<file path="src/rtl/fp_mul_param_if.sv">
// fp_mul_param_if: operand A/B and result Z strobe/ack channels for fp_mul_param.
// The slave modport is the multiplier side; master is the producer/consumer side.
interface fp_mul_param_if #(
   parameter int EXP_W = 8,
   parameter int MAN_W = 23
);
   localparam int W = 1 + EXP_W + MAN_W;

   logic [W-1:0] input_a;
   logic         input_a_stb;
   logic         input_a_ack;
   logic [W-1:0] input_b;
   logic         input_b_stb;
   logic         input_b_ack;
   logic [1:0]   rnd_mode;
   logic [W-1:0] output_z;
   logic         output_z_stb;
   logic         output_z_ack;
   logic [3:0]   flags;

   modport slave (
      input  input_a, input_a_stb, input_b, input_b_stb, rnd_mode, output_z_ack,
      output input_a_ack, input_b_ack, output_z, output_z_stb, flags
   );

   modport master (
      output input_a, input_a_stb, input_b, input_b_stb, rnd_mode, output_z_ack,
      input  input_a_ack, input_b_ack, output_z, output_z_stb, flags
   );
endinterface

</file>
<file path="src/rtl/fp_mul_param.sv">
// fp_mul_param: parameterised IEEE-754 multiplier, multi-cycle FSM, A/B/Z strobe-ack channels.
// Define FP_MUL_SUBNORMAL_EN for gradual underflow; otherwise subnormals flush to signed zero.
module fp_mul_param #(
   parameter int EXP_W = 8,
   parameter int MAN_W = 23
) (
   input  logic          clk,
   input  logic          rst_n,
   fp_mul_param_if.slave bus
);
   localparam int W    = 1 + EXP_W + MAN_W;
   localparam int M    = MAN_W + 1;
   localparam int EW   = EXP_W + 3;
   localparam int BIAS = (1 << (EXP_W - 1)) - 1;

   localparam logic signed [EW-1:0] E_BIAS = EW'(BIAS);
   localparam logic signed [EW-1:0] E_INF  = EW'(BIAS + 1);
   localparam logic signed [EW-1:0] E_ZERO = EW'(-BIAS);
   localparam logic signed [EW-1:0] E_MIN  = EW'(1 - BIAS);
   localparam logic signed [EW-1:0] E_ONE  = EW'(1);
   localparam logic [EXP_W-1:0]     F_BIAS = EXP_W'(BIAS);

   localparam logic [1:0] RM_RNE = 2'b00;
   localparam logic [1:0] RM_RTZ = 2'b01;
   localparam logic [1:0] RM_RUP = 2'b10;
   localparam logic [1:0] RM_RDN = 2'b11;

   localparam logic [3:0] GET_A     = 4'd0;
   localparam logic [3:0] GET_B     = 4'd1;
   localparam logic [3:0] UNPACK    = 4'd2;
   localparam logic [3:0] SPECIAL   = 4'd3;
   localparam logic [3:0] NORM_A    = 4'd4;
   localparam logic [3:0] NORM_B    = 4'd5;
   localparam logic [3:0] MUL       = 4'd6;
   localparam logic [3:0] MUL_SPLIT = 4'd7;
   localparam logic [3:0] NORM_1    = 4'd8;
   localparam logic [3:0] NORM_2    = 4'd9;
   localparam logic [3:0] ROUND     = 4'd10;
   localparam logic [3:0] PACK      = 4'd11;
   localparam logic [3:0] PUT_Z     = 4'd12;

   localparam logic [W-1:0] QNAN = {1'b0, {EXP_W{1'b1}}, 1'b1, {(MAN_W-1){1'b0}}};

   logic [3:0]           r_state;
   logic                 r_a_ack, r_b_ack, r_z_stb, r_hold;
   logic [W-1:0]         r_z, r_a, r_b;
   logic [3:0]           r_flags;
   logic [1:0]           r_mode;
   logic [M-1:0]         r_a_m, r_b_m, r_z_m;
   logic signed [EW-1:0] r_a_e, r_b_e, r_z_e;
   logic                 r_a_s, r_b_s, r_z_s;
   logic [2*M-1:0]       r_prod;
   logic                 r_guard, r_round, r_sticky;

   logic                 w_sign;
   logic                 w_a_frac_nz, w_b_frac_nz;
   logic                 w_a_nan, w_b_nan, w_a_snan, w_b_snan;
   logic                 w_a_inf, w_b_inf, w_a_zero, w_b_zero;
   logic                 w_special;
   logic [W-1:0]         w_spec_z, w_pack_z;
   logic [3:0]           w_spec_flags, w_pack_flags;
   logic                 w_inexact, w_inc, w_ovf, w_to_max, w_flush;
   logic [EXP_W-1:0]     w_e_field;

   assign bus.input_a_ack  = r_a_ack;
   assign bus.input_b_ack  = r_b_ack;
   assign bus.output_z_stb = r_z_stb;
   assign bus.output_z     = r_z;
   assign bus.flags        = r_flags;

   assign w_sign      = r_a_s ^ r_b_s;
   assign w_a_frac_nz = |r_a_m[MAN_W-1:0];
   assign w_b_frac_nz = |r_b_m[MAN_W-1:0];
   assign w_a_nan     = (r_a_e == E_INF) & w_a_frac_nz;
   assign w_b_nan     = (r_b_e == E_INF) & w_b_frac_nz;
   assign w_a_snan    = w_a_nan & !r_a_m[MAN_W-1];
   assign w_b_snan    = w_b_nan & !r_b_m[MAN_W-1];
   assign w_a_inf     = (r_a_e == E_INF) & !w_a_frac_nz;
   assign w_b_inf     = (r_b_e == E_INF) & !w_b_frac_nz;
`ifdef FP_MUL_SUBNORMAL_EN
   assign w_a_zero    = (r_a_e == E_ZERO) & !w_a_frac_nz;
   assign w_b_zero    = (r_b_e == E_ZERO) & !w_b_frac_nz;
   assign w_flush     = 1'b0;
`else
   assign w_a_zero    = (r_a_e == E_ZERO);
   assign w_b_zero    = (r_b_e == E_ZERO);
   assign w_flush     = (r_z_e < E_MIN);
`endif

   always_comb begin
      w_special    = 1'b1;
      w_spec_z     = '0;
      w_spec_flags = 4'b0000;
      if (w_a_nan | w_b_nan) begin
         w_spec_z     = QNAN;
         w_spec_flags = {w_a_snan | w_b_snan, 3'b000};
      end else if ((w_a_inf & w_b_zero) | (w_b_inf & w_a_zero)) begin
         w_spec_z     = QNAN;
         w_spec_flags = 4'b1000;
      end else if (w_a_inf | w_b_inf) begin
         w_spec_z = {w_sign, {EXP_W{1'b1}}, {MAN_W{1'b0}}};
      end else if (w_a_zero | w_b_zero) begin
         w_spec_z = {w_sign, {(W-1){1'b0}}};
      end else begin
         w_special = 1'b0;
      end
   end

   assign w_inexact = r_guard | r_round | r_sticky;

   always_comb begin
      w_inc = 1'b0;
      case (r_mode)
         RM_RNE:  w_inc = r_guard & (r_round | r_sticky | r_z_m[0]);
         RM_RTZ:  w_inc = 1'b0;
         RM_RUP:  w_inc = w_inexact & !r_z_s;
         default: w_inc = w_inexact & r_z_s;
      endcase
   end

   assign w_ovf     = (r_z_e > E_BIAS);
   assign w_to_max  = (r_mode == RM_RTZ) | ((r_mode == RM_RUP) & r_z_s) | ((r_mode == RM_RDN) & !r_z_s);
   assign w_e_field = r_z_e[EXP_W-1:0] + F_BIAS;

   always_comb begin
      w_pack_z     = '0;
      w_pack_flags = 4'b0000;
      if (w_ovf) begin
         w_pack_z     = w_to_max ? {r_z_s, {(EXP_W-1){1'b1}}, 1'b0, {MAN_W{1'b1}}}
                                 : {r_z_s, {EXP_W{1'b1}}, {MAN_W{1'b0}}};
         w_pack_flags = 4'b0101;
      end else if (w_flush) begin
         w_pack_z     = {r_z_s, {(W-1){1'b0}}};
         w_pack_flags = 4'b0011;
      end else begin
         // A clear hidden bit only survives to here for subnormal or zero results.
         w_pack_z     = {r_z_s, r_z_m[M-1] ? w_e_field : {EXP_W{1'b0}}, r_z_m[MAN_W-1:0]};
         w_pack_flags = {2'b00, !r_z_m[M-1] & w_inexact, w_inexact};
      end
   end

   always_ff @(posedge clk or negedge rst_n) begin
      if (!rst_n) begin
         r_state  <= GET_A;
         r_a_ack  <= 1'b0;
         r_b_ack  <= 1'b0;
         r_z_stb  <= 1'b0;
         r_z      <= '0;
         r_flags  <= 4'b0000;
         r_hold   <= 1'b0;
         r_a      <= '0;
         r_b      <= '0;
         r_mode   <= RM_RNE;
         r_a_m    <= '0;
         r_b_m    <= '0;
         r_z_m    <= '0;
         r_a_e    <= '0;
         r_b_e    <= '0;
         r_z_e    <= '0;
         r_a_s    <= 1'b0;
         r_b_s    <= 1'b0;
         r_z_s    <= 1'b0;
         r_prod   <= '0;
         r_guard  <= 1'b0;
         r_round  <= 1'b0;
         r_sticky <= 1'b0;
      end else begin
         case (r_state)
            GET_A: begin
               r_a_ack <= 1'b1;
               if (r_a_ack && bus.input_a_stb) begin
                  r_a     <= bus.input_a;
                  r_a_ack <= 1'b0;
                  r_state <= GET_B;
               end
            end
            GET_B: begin
               r_b_ack <= 1'b1;
               if (r_b_ack && bus.input_b_stb) begin
                  r_b     <= bus.input_b;
                  r_mode  <= bus.rnd_mode;
                  r_b_ack <= 1'b0;
                  r_state <= UNPACK;
               end
            end
            UNPACK: begin
               r_a_m   <= {1'b0, r_a[MAN_W-1:0]};
               r_b_m   <= {1'b0, r_b[MAN_W-1:0]};
               r_a_e   <= $signed({3'b000, r_a[W-2:MAN_W]}) - E_BIAS;
               r_b_e   <= $signed({3'b000, r_b[W-2:MAN_W]}) - E_BIAS;
               r_a_s   <= r_a[W-1];
               r_b_s   <= r_b[W-1];
               r_state <= SPECIAL;
            end
            SPECIAL: begin
               if (w_special) begin
                  // Special results take one registered hold cycle before handoff.
                  if (!r_hold) begin
                     r_hold  <= 1'b1;
                     r_z     <= w_spec_z;
                     r_flags <= w_spec_flags;
                  end else begin
                     r_hold  <= 1'b0;
                     r_state <= PUT_Z;
                  end
               end else begin
                  if (r_a_e == E_ZERO) r_a_e <= E_MIN;
                  else                 r_a_m[M-1] <= 1'b1;
                  if (r_b_e == E_ZERO) r_b_e <= E_MIN;
                  else                 r_b_m[M-1] <= 1'b1;
                  r_state <= NORM_A;
               end
            end
            NORM_A: begin
               if (!r_a_m[M-1]) begin
                  r_a_m <= r_a_m << 1;
                  r_a_e <= r_a_e - E_ONE;
               end else begin
                  r_state <= NORM_B;
               end
            end
            NORM_B: begin
               if (!r_b_m[M-1]) begin
                  r_b_m <= r_b_m << 1;
                  r_b_e <= r_b_e - E_ONE;
               end else begin
                  r_state <= MUL;
               end
            end
            MUL: begin
               r_prod  <= {{M{1'b0}}, r_a_m} * {{M{1'b0}}, r_b_m};
               r_z_e   <= r_a_e + r_b_e + E_ONE;
               r_z_s   <= w_sign;
               r_state <= MUL_SPLIT;
            end
            MUL_SPLIT: begin
               r_z_m    <= r_prod[2*M-1:M];
               r_guard  <= r_prod[M-1];
               r_round  <= r_prod[M-2];
               r_sticky <= |r_prod[M-3:0];
               r_state  <= NORM_1;
            end
            NORM_1: begin
               if (!r_z_m[M-1]) begin
                  r_z_m   <= {r_z_m[M-2:0], r_guard};
                  r_guard <= r_round;
                  r_round <= 1'b0;
                  r_z_e   <= r_z_e - E_ONE;
               end
               r_state <= NORM_2;
            end
            NORM_2: begin
`ifdef FP_MUL_SUBNORMAL_EN
               if (r_z_e < E_MIN) begin
                  r_z_m    <= r_z_m >> 1;
                  r_guard  <= r_z_m[0];
                  r_round  <= r_guard;
                  r_sticky <= r_sticky | r_round;
                  r_z_e    <= r_z_e + E_ONE;
               end else begin
                  r_state <= ROUND;
               end
`else
               // Flush build: no denormalising shifts; underflow is resolved in PACK.
               r_state <= ROUND;
`endif
            end
            ROUND: begin
               if (w_inc) begin
                  if (&r_z_m) begin
                     r_z_m <= {1'b1, {(M-1){1'b0}}};
                     r_z_e <= r_z_e + E_ONE;
                  end else begin
                     r_z_m <= r_z_m + {{(M-1){1'b0}}, 1'b1};
                  end
               end
               r_state <= PACK;
            end
            PACK: begin
               r_z     <= w_pack_z;
               r_flags <= w_pack_flags;
               r_state <= PUT_Z;
            end
            PUT_Z: begin
               r_z_stb <= 1'b1;
               if (r_z_stb && bus.output_z_ack) begin
                  r_z_stb <= 1'b0;
                  r_state <= GET_A;
               end
            end
            default: r_state <= GET_A;
         endcase
      end
   end
endmodule
</file>
<file path="src/flat_wrapper.sv">
// flat-port wrapper written by rule: the top's interface ports become plain ports
module fp_mul_param_flat 
#(
   parameter int EXP_W = 8,
   parameter int MAN_W = 23
)
  (clk, rst_n, bus_input_a, bus_input_a_stb, bus_input_b, bus_input_b_stb, bus_rnd_mode, bus_output_z_ack, bus_input_a_ack, bus_input_b_ack, bus_output_z, bus_output_z_stb, bus_flags);
  fp_mul_param_if #(.EXP_W(EXP_W), .MAN_W(MAN_W)) bus_i ();
  input  logic clk;
  input  logic rst_n;
  input wire logic [$bits(bus_i.input_a)-1:0] bus_input_a;
  input wire logic [$bits(bus_i.input_a_stb)-1:0] bus_input_a_stb;
  input wire logic [$bits(bus_i.input_b)-1:0] bus_input_b;
  input wire logic [$bits(bus_i.input_b_stb)-1:0] bus_input_b_stb;
  input wire logic [$bits(bus_i.rnd_mode)-1:0] bus_rnd_mode;
  input wire logic [$bits(bus_i.output_z_ack)-1:0] bus_output_z_ack;
  output wire logic [$bits(bus_i.input_a_ack)-1:0] bus_input_a_ack;
  output wire logic [$bits(bus_i.input_b_ack)-1:0] bus_input_b_ack;
  output wire logic [$bits(bus_i.output_z)-1:0] bus_output_z;
  output wire logic [$bits(bus_i.output_z_stb)-1:0] bus_output_z_stb;
  output wire logic [$bits(bus_i.flags)-1:0] bus_flags;
  assign bus_i.input_a = bus_input_a;
  assign bus_i.input_a_stb = bus_input_a_stb;
  assign bus_i.input_b = bus_input_b;
  assign bus_i.input_b_stb = bus_input_b_stb;
  assign bus_i.rnd_mode = bus_rnd_mode;
  assign bus_i.output_z_ack = bus_output_z_ack;
  assign bus_input_a_ack = bus_i.input_a_ack;
  assign bus_input_b_ack = bus_i.input_b_ack;
  assign bus_output_z = bus_i.output_z;
  assign bus_output_z_stb = bus_i.output_z_stb;
  assign bus_flags = bus_i.flags;
  fp_mul_param #(.EXP_W(EXP_W), .MAN_W(MAN_W)) u_core (.clk(clk), .rst_n(rst_n), .bus(bus_i));
endmodule
</file>
<file path="config.mk">
export PLATFORM = sky130hd
export DESIGN_NAME = fp_mul_param_flat
export DESIGN_NICKNAME = d
export VERILOG_FILES = /design/src/rtl/fp_mul_param_if.sv /design/src/rtl/fp_mul_param.sv /design/src/flat_wrapper.sv
export SDC_FILE = /design/constraint.sdc
export NUM_CORES = 2
export LEC_CHECK = 0
export BUFFER_PORTS_ARGS = -buffer_cell sky130_fd_sc_hd__buf_2
export CORE_MARGIN = 1.5
export CORE_UTILIZATION = 36
export DETAILED_ROUTE_END_ITERATION = 12
export SYNTH_ARGS = -nofsm -noshare
export SYNTH_HDL_FRONTEND = slang
export SYNTH_SLANG_ARGS = --single-unit
</file>
<file path="constraint.sdc">
create_clock -name clk -period 8.45 [get_ports clk]
set_input_delay 0 -clock clk [delete_from_list [all_inputs] [get_ports clk]]
set_output_delay 0 -clock clk [all_outputs]
set_load 0.02 [all_outputs]
</file>
== After elaboration in Yosys (flattened, before gate mapping) ==
Cells that the tools add are included.

* Input bits: 71
* Word-level logic and storage cells: 205
* Register bits after elaboration: 269

* Eq/ne operators: 37
* Magnitude comparators: 2
* Multiplexer cells: 65
* Add/sub/neg operators: 10
* Reductions and logical operators: 38
* $mul: 1
* Bitwise operators: 26

{| class="wikitable"
|+ Operators by type and width
! kind !! number
|-
| 32-bit 2-to-1 mux || 6
|-
| 24-bit 2-to-1 mux || 6
|-
| 11-bit 2-to-1 mux || 9
|-
| 11-bit one-hot mux with 3 select lines || 3
|-
| 23-bit one-hot mux with 2 select lines || 2
|-
| 24-bit one-hot mux with 3 select lines || 1
|-
| 32-bit one-hot mux with 2 select lines || 1
|-
| 31-bit 2-to-1 mux || 2
|-
| 4-bit one-hot mux with 13 select lines || 1
|-
| 24-bit by 24-bit multiplier with 48-bit output || 1
|-
| 4-bit 2-to-1 mux || 12
|-
| 23-bit OR reduction || 2
|-
| 11-bit by 2-bit subtractor with 11-bit output (second input constant) || 3
|-
| 24-bit by 1-bit adder with 24-bit output (second input constant) || 1
|-
| 24-bit AND reduction || 1
|-
| 11-bit by 2-bit adder with 11-bit output (second input constant) || 2
|-
| 11-bit by 8-bit == test with 1-bit output (second input constant) || 2
|-
| 11-bit by 9-bit == test with 1-bit output (second input constant) || 2
|-
| 22-bit OR reduction || 1
|-
| 4-bit == test (second input constant) || 5
|-
| 2-bit by 1-bit inequality test with 1-bit output (second input constant) || 10
|-
| 8-bit by 7-bit subtractor with 9-bit output (second input constant) || 2
|-
| 4-bit by 3-bit == test with 1-bit output (second input constant) || 4
|-
| 1-bit bitwise AND || 14
|-
| 28 further kinds || 86
|}

== Depth between registers and ports, before layout ==
* Depth in word-level cells: 10
* Gate-level depth with buffers: 27
* Gate-level depth less buffers: 25

== Worst setup path after synthesis ==
Ideal clock, no wire load.

* Kind: reg2reg
* Start point: register u_core.r_b_m[3]
* End point: register u_core.r_prod[47]
* Clock period less this slack: 6.831 ns
* Buffers on the path: 2
* Path slack: 1.619 ns
* Setup time: 0.132 ns
* Data required time: 8.318 ns
* Cell stages (with the launch flop): 28
* Arrival time: 6.699 ns
* Cells stage by stage: dfrtp_1 > clkbuf_1 > clkbuf_1 > nand2_1 > fa_1 > inv_1 > fa_1 > inv_1 > fa_1 > inv_1 > fa_1 > inv_1 > fa_1 > inv_1 > fa_1 > inv_1 > fa_1 > inv_1 > ha_1 > nand2_1 > or3_1 > a211oi_1 > o211a_1 > o41a_1 > a41oi_2 > o31ai_2 > xnor2_1 > o21ai_1

* Word-level cells in the longest chain between the ends: 1

{| class="wikitable"
|+ Ends and longest elaborated chain
! item !! RTL line !! RTL
|-
| from (decl) || fp_mul_param.sv:49 || <nowiki>logic [M-1:0] r_a_m, r_b_m, r_z_m;</nowiki>
|-
| from (signal assigned) || fp_mul_param.sv:188 || <nowiki>r_b_m <= {1'b0, r_b[MAN_W-1:0]};</nowiki>
|-
| from (signal assigned) || fp_mul_param.sv:224 || <nowiki>r_b_m <= r_b_m << 1;</nowiki>
|-
| 24-bit by 24-bit multiplier with 48-bit output || fp_mul_param.sv:231 || <nowiki>r_prod <= {{M{1'b0}}, r_a_m} * {{M{1'b0}}, r_b_m};</nowiki>
|-
| to (signal assigned) || fp_mul_param.sv:231 ||
|-
| to (decl) || fp_mul_param.sv:52 || <nowiki>logic [2*M-1:0] r_prod;</nowiki>
|}

No other way between the ends.
A chain may end at the register's enable or synchronous reset.

== Worst setup path in the final report ==
* Start point: register u_core.r_a_m[10]
* End point: register u_core.r_prod[42]

* Word-level cells in the longest chain between the ends: 1

{| class="wikitable"
|+ Ends and longest elaborated chain
! item !! RTL line !! RTL
|-
| from (decl) || fp_mul_param.sv:49 ||
|-
| from (signal assigned) || fp_mul_param.sv:187 || <nowiki>r_a_m <= {1'b0, r_a[MAN_W-1:0]};</nowiki>
|-
| from (signal assigned) || fp_mul_param.sv:216 || <nowiki>r_a_m <= r_a_m << 1;</nowiki>
|-
| 24-bit by 24-bit multiplier with 48-bit output || fp_mul_param.sv:231 ||
|}

No other way between the ends.

==> load_flow_metrics.sql <==
INSERT INTO impl_metrics (metric_group, metric, value, unit) VALUES
('synthesis', 'netlist_top_cells_area', 'sky130_fd_sc_hd__fa_1 30%, sky130_fd_sc_hd__dfrtp_1 21%, sky130_fd_sc_hd__nand2_1 8.4%', ''),
('synthesis', 'synth-seq-cells', '269', ''),
('global_route', 'grt_usage', '21.2', '%'),
('worst_setup_path', 'critical_path_peak_fanout', '27', ''),
('synthesis', 'synth_largest_type_area_fraction', '30.1', '%'),
('global_route', 'grt-ovfl-total', '0', ''),
('worst_setup_path', 'critical_path.reg2reg.endpoint', 'u_core.r_prod[42]$_DFFE_PN0P_', ''),
('sta', 'timing.fmax', '129', 'MHz'),
('drt', 'wire_per_inst', '19.4', 'um'),
('drt', 'avgViaCountPerCell', '5.17', ''),
('global_route', 'first_global_vias', '25996', ''),
('place', 'portBuffers', '109', ''),
('final_layout', 'layout.filler_cells', '8767', ''),
('synthesis', 'ys_dominant_reg_cell', 'sky130_fd_sc_hd__dfrtp_1', ''),
('worst_setup_path', 'critical_path_required', '8.95', 'ns'),
('sta', 'fin_setup_tns', '0', 'ns'),
('final_layout', 'area.growth.synth_to_final', '10.2', '%'),
('cts', 'cts_made_buffers', '28', ''),
('sta', 'timing_worst_slew_pin_value', '1.28', 'ns'),
('synthesis', 'post_synth_instance_area', '32200', 'um^2'),
('worst_setup_path', 'r2r_slack', '0.71', 'ns'),
('synthesis', 'post_synth_num_cell_types', '78', ''),
('sta', 'worst_clk_skew', '0.0171', 'ns'),
('flow_run', 'max_capacitance_violation_total', '0', ''),
('die', 'core', '88500', 'um^2'),
('sta', 'unrepaired_setup_endpoints_after_global_routing', 'false', ''),
('die', 'placementRows', '109', ''),
('drt', 'drt.antenna.violating_nets', '0', ''),
('worst_setup_path', 'path_class', 'reg -> reg', ''),
('cts', 'htreeDepth', '1', ''),
('place', 'routabilityCongestion', '0.918', ''),
('worst_setup_path', 'crit_arrival', '8.23', 'ns'),
('sta', 'setup_ws', '0.713', 'ns'),
('drt', 'drt-initial-drc-count', '2251', ''),
('cts', 'clock_tree_from_tritoncts', 'yes', ''),
('drt', 'routed_wirelength', '95200', 'um'),
('synthesis', 'synth_cells', '3682', ''),
('die', 'design.portCount', '110', ''),
('global_route', 'grt_max_degree', '173', ''),
('status', 'failed_checks', 'DRC', ''),
('final_layout', 'antenna_cells', '0', ''),
('sta', 'slew_violations', '0', ''),
('drt', 'via_count', '25357', ''),
('synthesis', 'post-synth-top-area-cell', 'sky130_fd_sc_hd__fa_1', ''),
('sta', 'max_slew_margin', '14.9', '%'),
('cts', 'ctsRootBufferMaster', 'sky130_fd_sc_hd__clkbuf_16', ''),
('synthesis', 'yosysMostFrequentCell', 'sky130_fd_sc_hd__nand2_1', ''),
('final_layout', 'drive_gt1_share', '6.28', '%'),
('worst_setup_path', 'crit_path_end_kind', 'flip-flop', ''),
('synthesis', 'netlist_top_cells_count', '721 x sky130_fd_sc_hd__nand2_1, 593 x sky130_fd_sc_hd__inv_1, 484 x sky130_fd_sc_hd__fa_1', ''),
('die', 'initial_core_util', '36.4', '%'),
('place', 'hpwl', '71700', 'um'),
('worst_setup_path', 'timing.reg2reg.worst_path_depth', '23', ''),
('global_route', 'grt_pass1_wl', '151000', 'um'),
('synthesis', 'synth-warning-count', '0', ''),
('cts', 'postCtsSetupRepairBufs', '0', ''),
('sta', 'timing_hold_violations_final', '0', ''),
('synthesis', 'yosysSeqAreaShare', '20.9', '%'),
('die', 'die-width', '302', 'um'),
('cts', 'clock_sinks', '269', ''),
('synthesis', 'synth.avg_cell_area', '8.76', 'um^2'),
('cts', 'clock_insertion_delay_at_the_later_pin_of_the_skew_report', '0.59', 'ns'),
('sta', 'setup_viol_count_final', '0', ''),
('final_layout', 'final_net_count', '4477', ''),
('place', 'place_ws', '0.815', 'ns'),
('cts', 'ctsLongestPathBuffers', '3', ''),
('worst_setup_path', 'critical_path.reg2reg.startpoint', 'u_core.r_a_m[10]$_DFFE_PN0P_', ''),
('status', 'outcome', 'complete, but fails checks', ''),
('sta', 'finalCritPeriodShare', '91.6', '%'),
('cts', 'clock_transition_at_path_regs', '0.07', 'ns'),
('die', 'full_die_area', '91300', 'um^2'),
('synthesis', 'synth-async-reset-ratio', '100', '%'),
('global_route', 'grt_antenna_before_repair', '3', ''),
('drt', 'drt_pre_antenna_iters', '12', ''),
('die', 'die-height', '302', 'um'),
('worst_setup_path', 'startpoint_type', 'flip-flop', ''),
('synthesis', 'syn_nets', '4440', ''),
('synthesis', 'synth_edf_count', '0', ''),
('drt', 'detail_route.drc_violations', '3', ''),
('sta', 'fin_crit', '7.74', 'ns'),
('worst_hold_path', 'worst_hold_path_type', 'in -> async', '');
-- cell families after synthesis --
group,count (synthesis),synth area share [%]
multiplexers,5,0.167
XOR/XNOR,76,2.06
AND/OR/NAND/NOR,1316,18.9
buffers and inverters,822,9.63
AO/OA/AOI/OAI,507,10.4
adder cells (fa/ha/maj),687,37.9
flip-flops,269,20.9
-- registers in the layout, indices dropped and copies added (netlist names), 24 cells and up --
name and cells:
u_core.r_b_m 24, u_core.r_a_m 24, u_core.r_z_m 24, u_core.bus.output_z 32
u_core.r_b 32, u_core.r_a 32, u_core.r_prod 48
-- how the worst max path moves through the flow --
stage,from,end,cells past startpoint
global placement,u_core.r_a_m[9]$_DFFE_PN0P_,u_core.r_prod[47]$_DFFE_PN0P_,24
finish,u_core.r_a_m[10]$_DFFE_PN0P_,u_core.r_prod[42]$_DFFE_PN0P_,23
CTS,u_core.r_a_m[10]$_DFFE_PN0P_,u_core.r_prod[42]$_DFFE_PN0P_,23
global route,u_core.r_a_m[10]$_DFFE_PN0P_,u_core.r_prod[42]$_DFFE_PN0P_,23
detailed placement,u_core.r_a_m[10]$_DFFE_PN0P_,u_core.r_prod[47]$_DFFE_PN0P_,24
floorplan,u_core.r_b_m[3]$_DFFE_PN0P_,u_core.r_prod[47]$_DFFE_PN0P_,27
-- metrics by stage --
step	cell area (um^2)	hold WS (ns)	utilization (%)	instances
6_report	35500	0.0421	40.1	4905
5_1_grt	35500	0.0867	40.1	4905
4_1_cts	35500	0.0383	40.1	4905
3_5_place_dp	33900	0.0950	38.3	4786
3_3_place_gp	33900	0.0987	38.3	4786
2_1_floorplan	32200	-0.296	-	3682
-- final cells by class --
cell class              count  area (um^2)  share of cell area, %
well taps                1165         1460                   4.10
clock buffers              35          737                   2.07
inverters                 594         2230                   6.28
flip-flops and latches    269         6730                   18.9
repair buffers            235         1680                   4.74
multi-input cells        2591        22400                   63.2
clock inverters            16          246                  0.694
-- worst max-delay path, stage by stage, from the launching register on --
cell	delay, ns
sky130_fd_sc_hd__dfrtp_1	1.16
sky130_fd_sc_hd__nand2_1	0.22
sky130_fd_sc_hd__fa_1	0.58
sky130_fd_sc_hd__fa_1	0.54
sky130_fd_sc_hd__inv_1	0.05
sky130_fd_sc_hd__fa_1	0.49
sky130_fd_sc_hd__inv_1	0.06
sky130_fd_sc_hd__fa_1	0.53
sky130_fd_sc_hd__inv_1	0.05
sky130_fd_sc_hd__fa_1	0.45
sky130_fd_sc_hd__fa_1	0.50
sky130_fd_sc_hd__inv_1	0.06
sky130_fd_sc_hd__fa_1	0.48
sky130_fd_sc_hd__inv_1	0.05
sky130_fd_sc_hd__ha_1	0.34
sky130_fd_sc_hd__a21oi_1	0.22
sky130_fd_sc_hd__o21ai_0	0.19
sky130_fd_sc_hd__a21oi_1	0.20
sky130_fd_sc_hd__o31ai_1	0.09
sky130_fd_sc_hd__a31oi_1	0.39
sky130_fd_sc_hd__o22ai_1	0.18
sky130_fd_sc_hd__o21ai_0	0.39
sky130_fd_sc_hd__a21boi_0	0.15
sky130_fd_sc_hd__o31ai_1	0.25
-- per-layer routing --
layer,up-vias,share of wire [%],wire [um],global-route usage (%)
met5,-,0.060,57,0.259
li1,11635,-,-,-
met1,12710,45,43100,30.3
met2,868,44,42400,32.9
met3,138,7.6,7190,4.05
met4,6,2.6,2520,5.30
-- cell usage in the layout (no fill, tap or decap), types with 7 or more instances in the layout --
cell type                         n
sky130_fd_sc_hd__o31ai_1         17
sky130_fd_sc_hd__o21ai_0        157
sky130_fd_sc_hd__and3_1          20
sky130_fd_sc_hd__xnor2_1         38
sky130_fd_sc_hd__dlygate4sd3_1   68
sky130_fd_sc_hd__dfrtp_1        269
sky130_fd_sc_hd__nor3_1          37
sky130_fd_sc_hd__a21o_1          36
sky130_fd_sc_hd__nor2b_1         11
sky130_fd_sc_hd__or3_1           10
sky130_fd_sc_hd__a211oi_1         9
sky130_fd_sc_hd__fa_1           484
sky130_fd_sc_hd__a222oi_1        31
sky130_fd_sc_hd__ha_1           203
sky130_fd_sc_hd__a221oi_1        14
sky130_fd_sc_hd__and2_1         293
sky130_fd_sc_hd__nand4_1         19
sky130_fd_sc_hd__nand3_1         34
sky130_fd_sc_hd__inv_1          593
sky130_fd_sc_hd__buf_2          108
sky130_fd_sc_hd__a22o_1          15
sky130_fd_sc_hd__nand2b_1         8
sky130_fd_sc_hd__nand2_1        721
sky130_fd_sc_hd__nor2_1         112
sky130_fd_sc_hd__nor4_1          20
sky130_fd_sc_hd__a21boi_0         7
sky130_fd_sc_hd__a31oi_1         17
sky130_fd_sc_hd__o21bai_1         7
sky130_fd_sc_hd__xor2_1          38
sky130_fd_sc_hd__nor3b_1          7
sky130_fd_sc_hd__clkbuf_16       28
sky130_fd_sc_hd__o22ai_1         13
sky130_fd_sc_hd__buf_4           57
sky130_fd_sc_hd__a21oi_1         96
sky130_fd_sc_hd__a22oi_1         25
-- what timing repair did --
action	in CTS	in global routing
hold buffers	68	0
resized for setup	0	0
endpoints found under the hold margin	165	0
Power is not shown: default switching activity piles up to over one toggle a cycle in this logic, so the estimate is an artifact.
